[src/rtl/hq_frame_scheduler.sv]
// Per-second frame scheduler: keeps week/time-of-week, launches one encoder frame per
// epoch pulse, and flags overruns, encoder timeouts and a missing PPS.
module hq_frame_scheduler #(
    parameter int TOW_MAX      = 604799,
    parameter int PPS_TIMEOUT  = 150000000,
    parameter int DONE_TIMEOUT = 90000000
) (
    input  logic        clk,
    input  logic        rst,
    input  logic        start,
    input  logic        time_wr,
    input  logic [9:0]  wn10,
    input  logic [19:0] tow_sec,
    input  logic        enc_busy,
    input  logic        enc_done,
    output logic        enc_load,
    output logic [9:0]  enc_wn10,
    output logic [19:0] enc_tow,
    output logic        time_valid,
    output logic        overrun,
    output logic        enc_timeout,
    output logic        pps_lost,
    output logic [15:0] frame_cnt
);
    localparam int PPS_W  = $clog2(PPS_TIMEOUT + 1);
    localparam int DONE_W = $clog2(DONE_TIMEOUT + 1);

    typedef enum logic [1:0] {IDLE, ARMED, LAUNCH, WAIT_DONE} state_t;

    state_t              state_reg;
    logic [9:0]          cur_wn_reg;
    logic [19:0]         cur_tow_reg;
    logic [PPS_W-1:0]    pps_cnt_reg;
    logic [DONE_W-1:0]   done_cnt_reg;

    logic wr_ok;
    logic start_ok;

    assign wr_ok    = time_wr && (tow_sec <= 20'(TOW_MAX));
    assign start_ok = start && time_valid;

    always_ff @(posedge clk or posedge rst) begin
        if (rst) begin
            state_reg    <= IDLE;
            cur_wn_reg   <= '0;
            cur_tow_reg  <= '0;
            pps_cnt_reg  <= '0;
            done_cnt_reg <= '0;
            enc_load     <= 1'b0;
            enc_wn10     <= '0;
            enc_tow      <= '0;
            time_valid   <= 1'b0;
            overrun      <= 1'b0;
            enc_timeout  <= 1'b0;
            pps_lost     <= 1'b0;
            frame_cnt    <= '0;
        end else begin
            enc_load <= 1'b0;

            if (start) begin
                pps_cnt_reg <= '0;
                pps_lost    <= 1'b0;
            end else if (time_valid && pps_cnt_reg != PPS_W'(PPS_TIMEOUT)) begin
                pps_cnt_reg <= pps_cnt_reg + 1'b1;
                if (pps_cnt_reg == PPS_W'(PPS_TIMEOUT - 1))
                    pps_lost <= 1'b1;
            end

            case (state_reg)
                IDLE: begin
                    if (wr_ok)
                        state_reg <= ARMED;
                end
                ARMED: begin
                    if (start_ok && !enc_busy) begin
                        state_reg    <= LAUNCH;
                        enc_load     <= 1'b1;
                        enc_wn10     <= cur_wn_reg;
                        enc_tow      <= cur_tow_reg;
                        frame_cnt    <= frame_cnt + 1'b1;
                        done_cnt_reg <= '0;
                    end
                end
                LAUNCH: begin
                    state_reg    <= WAIT_DONE;
                    done_cnt_reg <= done_cnt_reg + 1'b1;
                end
                WAIT_DONE: begin
                    if (enc_done) begin
                        state_reg <= ARMED;
                    end else if (done_cnt_reg == DONE_W'(DONE_TIMEOUT)) begin
                        enc_timeout <= 1'b1;
                        state_reg   <= ARMED;
                    end else begin
                        done_cnt_reg <= done_cnt_reg + 1'b1;
                    end
                end
                default: state_reg <= IDLE;
            endcase

            // A start that cannot launch: encoder busy, or a frame is still in flight.
            if (start_ok && (state_reg != ARMED || enc_busy))
                overrun <= 1'b1;

            if (start_ok) begin
                if (cur_tow_reg == 20'(TOW_MAX)) begin
                    cur_tow_reg <= '0;
                    cur_wn_reg  <= cur_wn_reg + 1'b1;
                end else begin
                    cur_tow_reg <= cur_tow_reg + 1'b1;
                end
            end

            // Loading time takes priority over the advance and clears the sticky flags.
            if (wr_ok) begin
                cur_wn_reg  <= wn10;
                cur_tow_reg <= tow_sec;
                time_valid  <= 1'b1;
                overrun     <= 1'b0;
                enc_timeout <= 1'b0;
            end
        end
    end
endmodule
[config.mk]
export PLATFORM = sky130hd
export DESIGN_NAME = hq_frame_scheduler
export DESIGN_NICKNAME = d
export VERILOG_FILES = /design/src/rtl/hq_frame_scheduler.sv
export SDC_FILE = /design/constraint.sdc
export NUM_CORES = 1
export LEC_CHECK = 0
export ABC_AREA = 1
export BUFFER_PORTS_ARGS = -buffer_cell sky130_fd_sc_hd__clkbuf_2
export CORE_MARGIN = 2
export CORE_UTILIZATION = 55
export DETAILED_ROUTE_END_ITERATION = 7
export GPL_TIMING_DRIVEN = 0
export PLACE_DENSITY = 0.75
export SLEW_MARGIN = 15
export SYNTH_ARGS = -nofsm -noshare
export SYNTH_HDL_FRONTEND = slang
export SYNTH_SLANG_ARGS = --single-unit
[constraint.sdc]
create_clock -name clk -period 6.81 [get_ports clk]
set_clock_uncertainty 0.05 [all_clocks]
set_input_delay 0.3405 -clock clk [delete_from_list [all_inputs] [get_ports clk]]
set_output_delay 0.3405 -clock clk [all_outputs]
set_load 0.01 [all_outputs]
==> results.sh, run 1 <==
export IMPL_drtIter0Drc=679
export IMPL_die_area_mm2=0.0165
export IMPL_fin_crit_sh_pct=31.6
export IMPL_avgViaCountPerCell=5.31
export IMPL_cts_root_buf="clkbuf_16"
export IMPL_num_rows=45
export IMPL_ys_warn_count=0
export IMPL_routed_via_count=8303
export IMPL_power_w=0.00283
export IMPL_drv_slew=0
export IMPL_gp_congestion=0.995
export IMPL_async_flop_share_pct=100
export IMPL_start_util_pct=56.2
export IMPL_grt_pass1_vias=7722
export IMPL_cp_max_fo=10
export IMPL_routedWlPerCell_um=14.2
export IMPL_slowest_stage="dfrtp_1"
export IMPL_drc=0
export IMPL_layout_nets=1414
export IMPL_dieWidth_um=129
export IMPL_clk_pin_slew_ps=60
export IMPL_synth_nets=1308
export IMPL_relSlewSlack_pct=60.1
export IMPL_clock_sinks=138
export IMPL_hold_start="tow_sec[1]"
export IMPL_whs_path_depth=3
export IMPL_ctsHtreeMaxLevel=4
export IMPL_port_buffers=85
export IMPL_insertedDiodeCount=0
export IMPL_track_usage_pct=28.4
export IMPL_grt_max_degree=93
export IMPL_ios=87
export IMPL_cp_arrival_ps=2410
export IMPL_area_growth_pct=14.5
export IMPL_synth_ff_type="dfrtp_1"
export IMPL_r2r_end="cur_wn_reg[9]"
export IMPL_path_buf_inv=1
export IMPL_fin_tns_setup_ps=0
export IMPL_core_area_mm2=0.0152
export IMPL_power_leakage_nw=4.82
export IMPL_tritoncts="yes"
export IMPL_cap_violations=0
export IMPL_rrSetupSlack_ps=4660
export IMPL_rsz0062_at_grt="false"
export IMPL_hold_buffers=1
export IMPL_crit_family="simple AND/OR/NAND/NOR gates"
export IMPL_path_class="reg -> reg"
export IMPL_drive_gt1_share_pct=12.7
export IMPL_crit_path_cell_trace="ha_1 > nand2_2 > nor2_4 > inv_2 > nor2_4 > nand3b_4 > nand2_2 > nand2_2 > nand2_1 > nand2_1"
export IMPL_hold_path_class="in -> reg"
export IMPL_hold_end="cur_tow_reg[1]"
export IMPL_required_ps=7070
export IMPL_p_per_area_mw_per_mm2=290
export IMPL_cp_depth=10
export IMPL_cts_setup_buffers=0
export IMPL_grt_pass1_wl_um=37200
export IMPL_cpPeakStageDelay_ps=490
export IMPL_layout_min_cycle_time_ps=2150
export IMPL_ys_ff_latch=138
export IMPL_first_pass_iters=5
export IMPL_ff2ff_path_depth=10
export IMPL_final_antenna_net_count=0
export IMPL_path_common_cell="nand2_2"
export IMPL_largest_reg_flops=28
export IMPL_yosysSeqAreaShare_pct=40.5
export IMPL_ys_types=36
export IMPL_r2r_start="cur_tow_reg[0]"
export IMPL_worst_pin_slew_ps=599
export IMPL_clock_path_buffers=2
export IMPL_postSynthAreaPerCell_um2=6.78
export IMPL_outcome="completed"
export IMPL_syn_area_mm2=0.00854
export IMPL_max_freq_ghz=0.465
export IMPL_finalSetupViolCount=0
export IMPL_cp_start_kind="flop"
export IMPL_dp_hpwl_um=16800
export IMPL_endpoint_kind="flop"
export IMPL_clk_latency_ps=430
export IMPL_syn_inst=1260
export IMPL_numCtsBuffers=17
export IMPL_overflow=0
export IMPL_hold_worst_slack_ps=91.4
export IMPL_antenna_found_initial=0
export IMPL_synth_edf_count=0
export IMPL_cts_resized=0
export IMPL_wl_um=22300
export IMPL_irDropWorstVdd_mv=0.262
export IMPL_die_y_um=129
export IMPL_final_hold_violation_count=0
## area by class of cell
cell class,instances,area [um2]
Clock inverter,11,101
Multi-Input combinational cell,967,4430
Inverter,125,482
Timing Repair Buffer,87,463
Fill cell,1393,5430
Clock buffer,19,433
Buffer,30,183
Sequential cell,138,3450
Tap cell,188,235
## power by group
group          internal, W  switching [W]  total (W)
logic             0.000293       0.000533   0.000825
registers         0.000985       0.000165    0.00115
clock network     0.000497       0.000359   0.000855
total              0.00177        0.00106    0.00283
## Yosys cell counts (5+ instances only)
master | n | area [um2]
nor3_1 | 6 | 30.0
o21ai_0 | 47 | 235
buf_6 | 5 | 56.3
nand2_2 | 5 | 31.3
buf_2 | 14 | 70.1
nand4_1 | 50 | 313
dfrtp_1 | 138 | 3450
nor2_1 | 172 | 646
ha_1 | 12 | 150
xnor2_1 | 10 | 87.6
xor2_1 | 30 | 263
or2_2 | 6 | 37.5
inv_2 | 8 | 30.0
o21ai_1 | 11 | 55.1
inv_1 | 114 | 428
nand3_1 | 103 | 515
clkbuf_1 | 6 | 22.5
nand2_1 | 494 | 1850
## stage by stage
step	cell area (um2)	utilization (%)	worst slack (ps)	cells
6_report	9780	64.3	4660	1565
5_1_grt	9780	64.3	4520	1565
4_1_cts	9780	64.3	4680	1565
3_5_place_dp	9230	60.7	4720	1534
3_3_place_gp	9200	60.5	1140	1533
2_1_floorplan	8540	-	2720	1260
## cells by family after synthesis
group                      share of synthesized area (%)
AOI/OAI and AO/OA                                   4.28
adders and majority gates                           1.76
buffers and inverters                               7.69
DFF                                                 40.5
xor gates and xnor gates                            4.10
and+or+nand+nor                                     41.7
## cell usage in the layout (no fill, tap or decap), types with 2 or more instances in the layout
master,n
nand2_1,494
nor2_1,172
dfrtp_1,138
inv_1,113
nand3_1,103
clkbuf_2,85
nand4_1,50
o21ai_0,47
xor2_1,30
clkbuf_16,17
buf_2,14
ha_1,12
o21ai_1,11
xnor2_1,10
inv_2,8
clkbuf_1,8
nor3_1,6
or2_2,6
nand2_2,5
buf_6,5
buf_4,4
clkinvlp_4,4
nor2_2,3
o21ai_2,3
clkinv_2,3
nor2_4,2
o21a_1,2
nand2_4,2
inv_4,2
clkinv_4,2
## tightest hold or removal path, delay by kind of cell
kind / cells / cell delay, ps
AND/OR/NAND/NOR: 2 / 120
buffers and inverters: 1 / 80
## worst max-delay path by stage
stage                   start              to  slack (ps)
2_1_floorplan             rst  cur_tow_reg[0]        2720
3_3_place_gp              rst         overrun        1140
3_5_place_dp   cur_tow_reg[0]   cur_wn_reg[4]        4720
4_1_cts        cur_tow_reg[0]   cur_wn_reg[9]        4680
5_1_grt        cur_tow_reg[0]   cur_wn_reg[9]        4520
6_report       cur_tow_reg[0]   cur_wn_reg[9]        4660
## metal layers
metal / vias up / routed length [um] / GRT usage [%]
li1: 4185 / - / -
met1: 3785 / 10100 / 38.5
met2: 280 / 10200 / 45.9
met3: 53 / 1350 / 5.20
met4: 0 / 615 / 10.4
met5: - / 0 / 0
Note: power is estimated with default switching activity, not from simulation.
==> run 2, diff against run 1 <==
Clock period 6.81 ns to 2.3 ns, I/O delays scaled along.
==> results.sh, run 2 (synthesis results as in run 1) <==
export IMPL_path_class="reg -> reg"
export IMPL_endpoint_kind="flop"
export IMPL_outcome="completed"
export IMPL_grtUsageMet2_pct=48.4
export IMPL_mostFrequentLayoutCell="nand2_1"
export IMPL_routed_via_count=8388
export IMPL_antenna_found_initial=0
export IMPL_first_pass_iters=5
export IMPL_path_buf_inv=0
export IMPL_use_met3_pct=4.62
export IMPL_core_area_mm2=0.0152
export IMPL_grt_pass1_vias=7959
export IMPL_grt_max_degree=36
export IMPL_final_hold_violation_count=0
export IMPL_start_util_pct=56.2
export IMPL_required_ps=2570
export IMPL_drv_slew=0
export IMPL_layout_nets=1446
export IMPL_wl_um=23200
export IMPL_finalSetupViolCount=0
export IMPL_die_area_mm2=0.0165
export IMPL_relSlewSlack_pct=58.3
export IMPL_cp_start_kind="flop"
export IMPL_drtIter0Drc=666
export IMPL_area_growth_pct=19.3
export IMPL_clock_path_buffers=2
export IMPL_hold_worst_slack_ps=8.81
export IMPL_p_per_area_mw_per_mm2=856
export IMPL_stdcell_count=1599
export IMPL_busiest_layer="met2"
export IMPL_power_leakage_nw=5.00
export IMPL_cts_setup_buffers=0
export IMPL_gp_congestion=0.936
export IMPL_grt_met1_usage_pct=41.4
export IMPL_mostFrequentLayoutCells="nand2_1 (494), nor2_1 (172), dfrtp_1 (138)"
export IMPL_power_w=0.00872
export IMPL_dieWidth_um=129
export IMPL_path_common_cell="nand2_1"
export IMPL_overflow=0
export IMPL_cp_arrival_ps=2370
export IMPL_num_rows=45
export IMPL_insertedDiodeCount=0
export IMPL_irDropWorstVdd_mv=0.600
export IMPL_dp_hpwl_um=17400
export IMPL_drc=0
export IMPL_clk_pin_slew_ps=70
export IMPL_cts_root_buf="clkbuf_16"
export IMPL_fin_util_pct=67.0
export IMPL_clk_latency_ps=430
export IMPL_numCtsBuffers=17
export IMPL_die_y_um=129
export IMPL_routedWlPerCell_um=14.5
export IMPL_hold_path_class="in -> reg"
export IMPL_slowest_stage="dfrtp_1"
export IMPL_dpl_cell_count=1537
export IMPL_largest_reg_flops=28
export IMPL_ios=87
export IMPL_fin_crit_sh_pct=91.5
export IMPL_track_usage_pct=29.8
export IMPL_ctsHtreeMaxLevel=4
export IMPL_crit_family="simple AND/OR/NAND/NOR gates"
export IMPL_worst_pin_slew_ps=626
export IMPL_drive_gt1_share_pct=13.0
export IMPL_clock_sinks=138
export IMPL_crit_path_cell_trace="ha_1 > nand2_1 > nor2_2 > nand4_1 > o21ai_0 > nand2_1 > nand2_1 > nand2_1"
export IMPL_max_freq_ghz=0.475
export IMPL_avgViaCountPerCell=5.25
export IMPL_grt_pass1_wl_um=38900
export IMPL_port_buffers=85
export IMPL_tritoncts="yes"
export IMPL_final_antenna_net_count=0
export IMPL_rsz0062_at_grt="false"
export IMPL_fill_cells=1340
export IMPL_cp_max_fo=8
export IMPL_layout_min_cycle_time_ps=2100
export IMPL_cpPeakStageDelay_ps=440
export IMPL_cap_violations=0
## run 2: power breakdown
group          internal [W]  total (W)  switching [W]
combinational      0.000910    0.00250        0.00159
sequential          0.00292    0.00339       0.000477
clock               0.00164    0.00283        0.00119
## run 2: final timing paths
path	start	to	slack (ps)	cells past startpoint
setup / recovery	pps_cnt_reg[0]	pps_lost	200	8
hold / removal	enc_done	enc_timeout	9	3
setup reg to reg	pps_cnt_reg[0]	pps_lost	200	8
hold reg to reg	enc_wn10[1]	enc_wn10[1]	430	2
max in group asynchronous	rst	cur_tow_reg[7]	1000	6
min in group asynchronous	rst	pps_cnt_reg[1]	200	3
## run 2: stage by stage
step	cell area (um2)	setup slack, ps	setup TNS (ps)
after floorplan	8540	414	0
after global placement	9200	-508	-68260
after detailed placement	9280	168	0
after CTS	10200	163	0
after global routing	10200	40.2	0
final	10200	196	0
## run 2: what timing repair did
action,CTS,global route
resized for setup,0,1
hold endpoints to repair,95,0
hold buffers,30,0
setup endpoints to repair,0,8
## run 2: cell type report
cell class | instances | area [um2] | share of cell area [%]
repair buffers | 119 | 806 | 7.91
clock buffers | 17 | 425 | 4.18
clock inverters | 15 | 178 | 1.74
well taps | 188 | 235 | 2.31
flip-flops and latches | 138 | 3450 | 33.9
inverters | 125 | 478 | 4.69
multi-input cells | 967 | 4430 | 43.5
plain buffers | 30 | 183 | 1.79
## run 2: worst register-to-register path, cell delays in order, from the launching register on
cell and delay [ps]:
dfrtp_1 440, ha_1 360, nand2_1 130, nor2_2 340, nand4_1 150, o21ai_0 320
nand2_1 100, nand2_1 60, nand2_1 40
## run 2: metal layers
| layer | routed length, um | vias up | share of wire, % |
|---|---|---|---|
| met3 | 1130 | 44 | 4.9 |
| li1 | - | 4244 | - |
| met4 | 542 | 0 | 2.3 |
| met5 | 0 | - | 0 |
| met2 | 10800 | 237 | 47 |
| met1 | 10700 | 3863 | 46 |
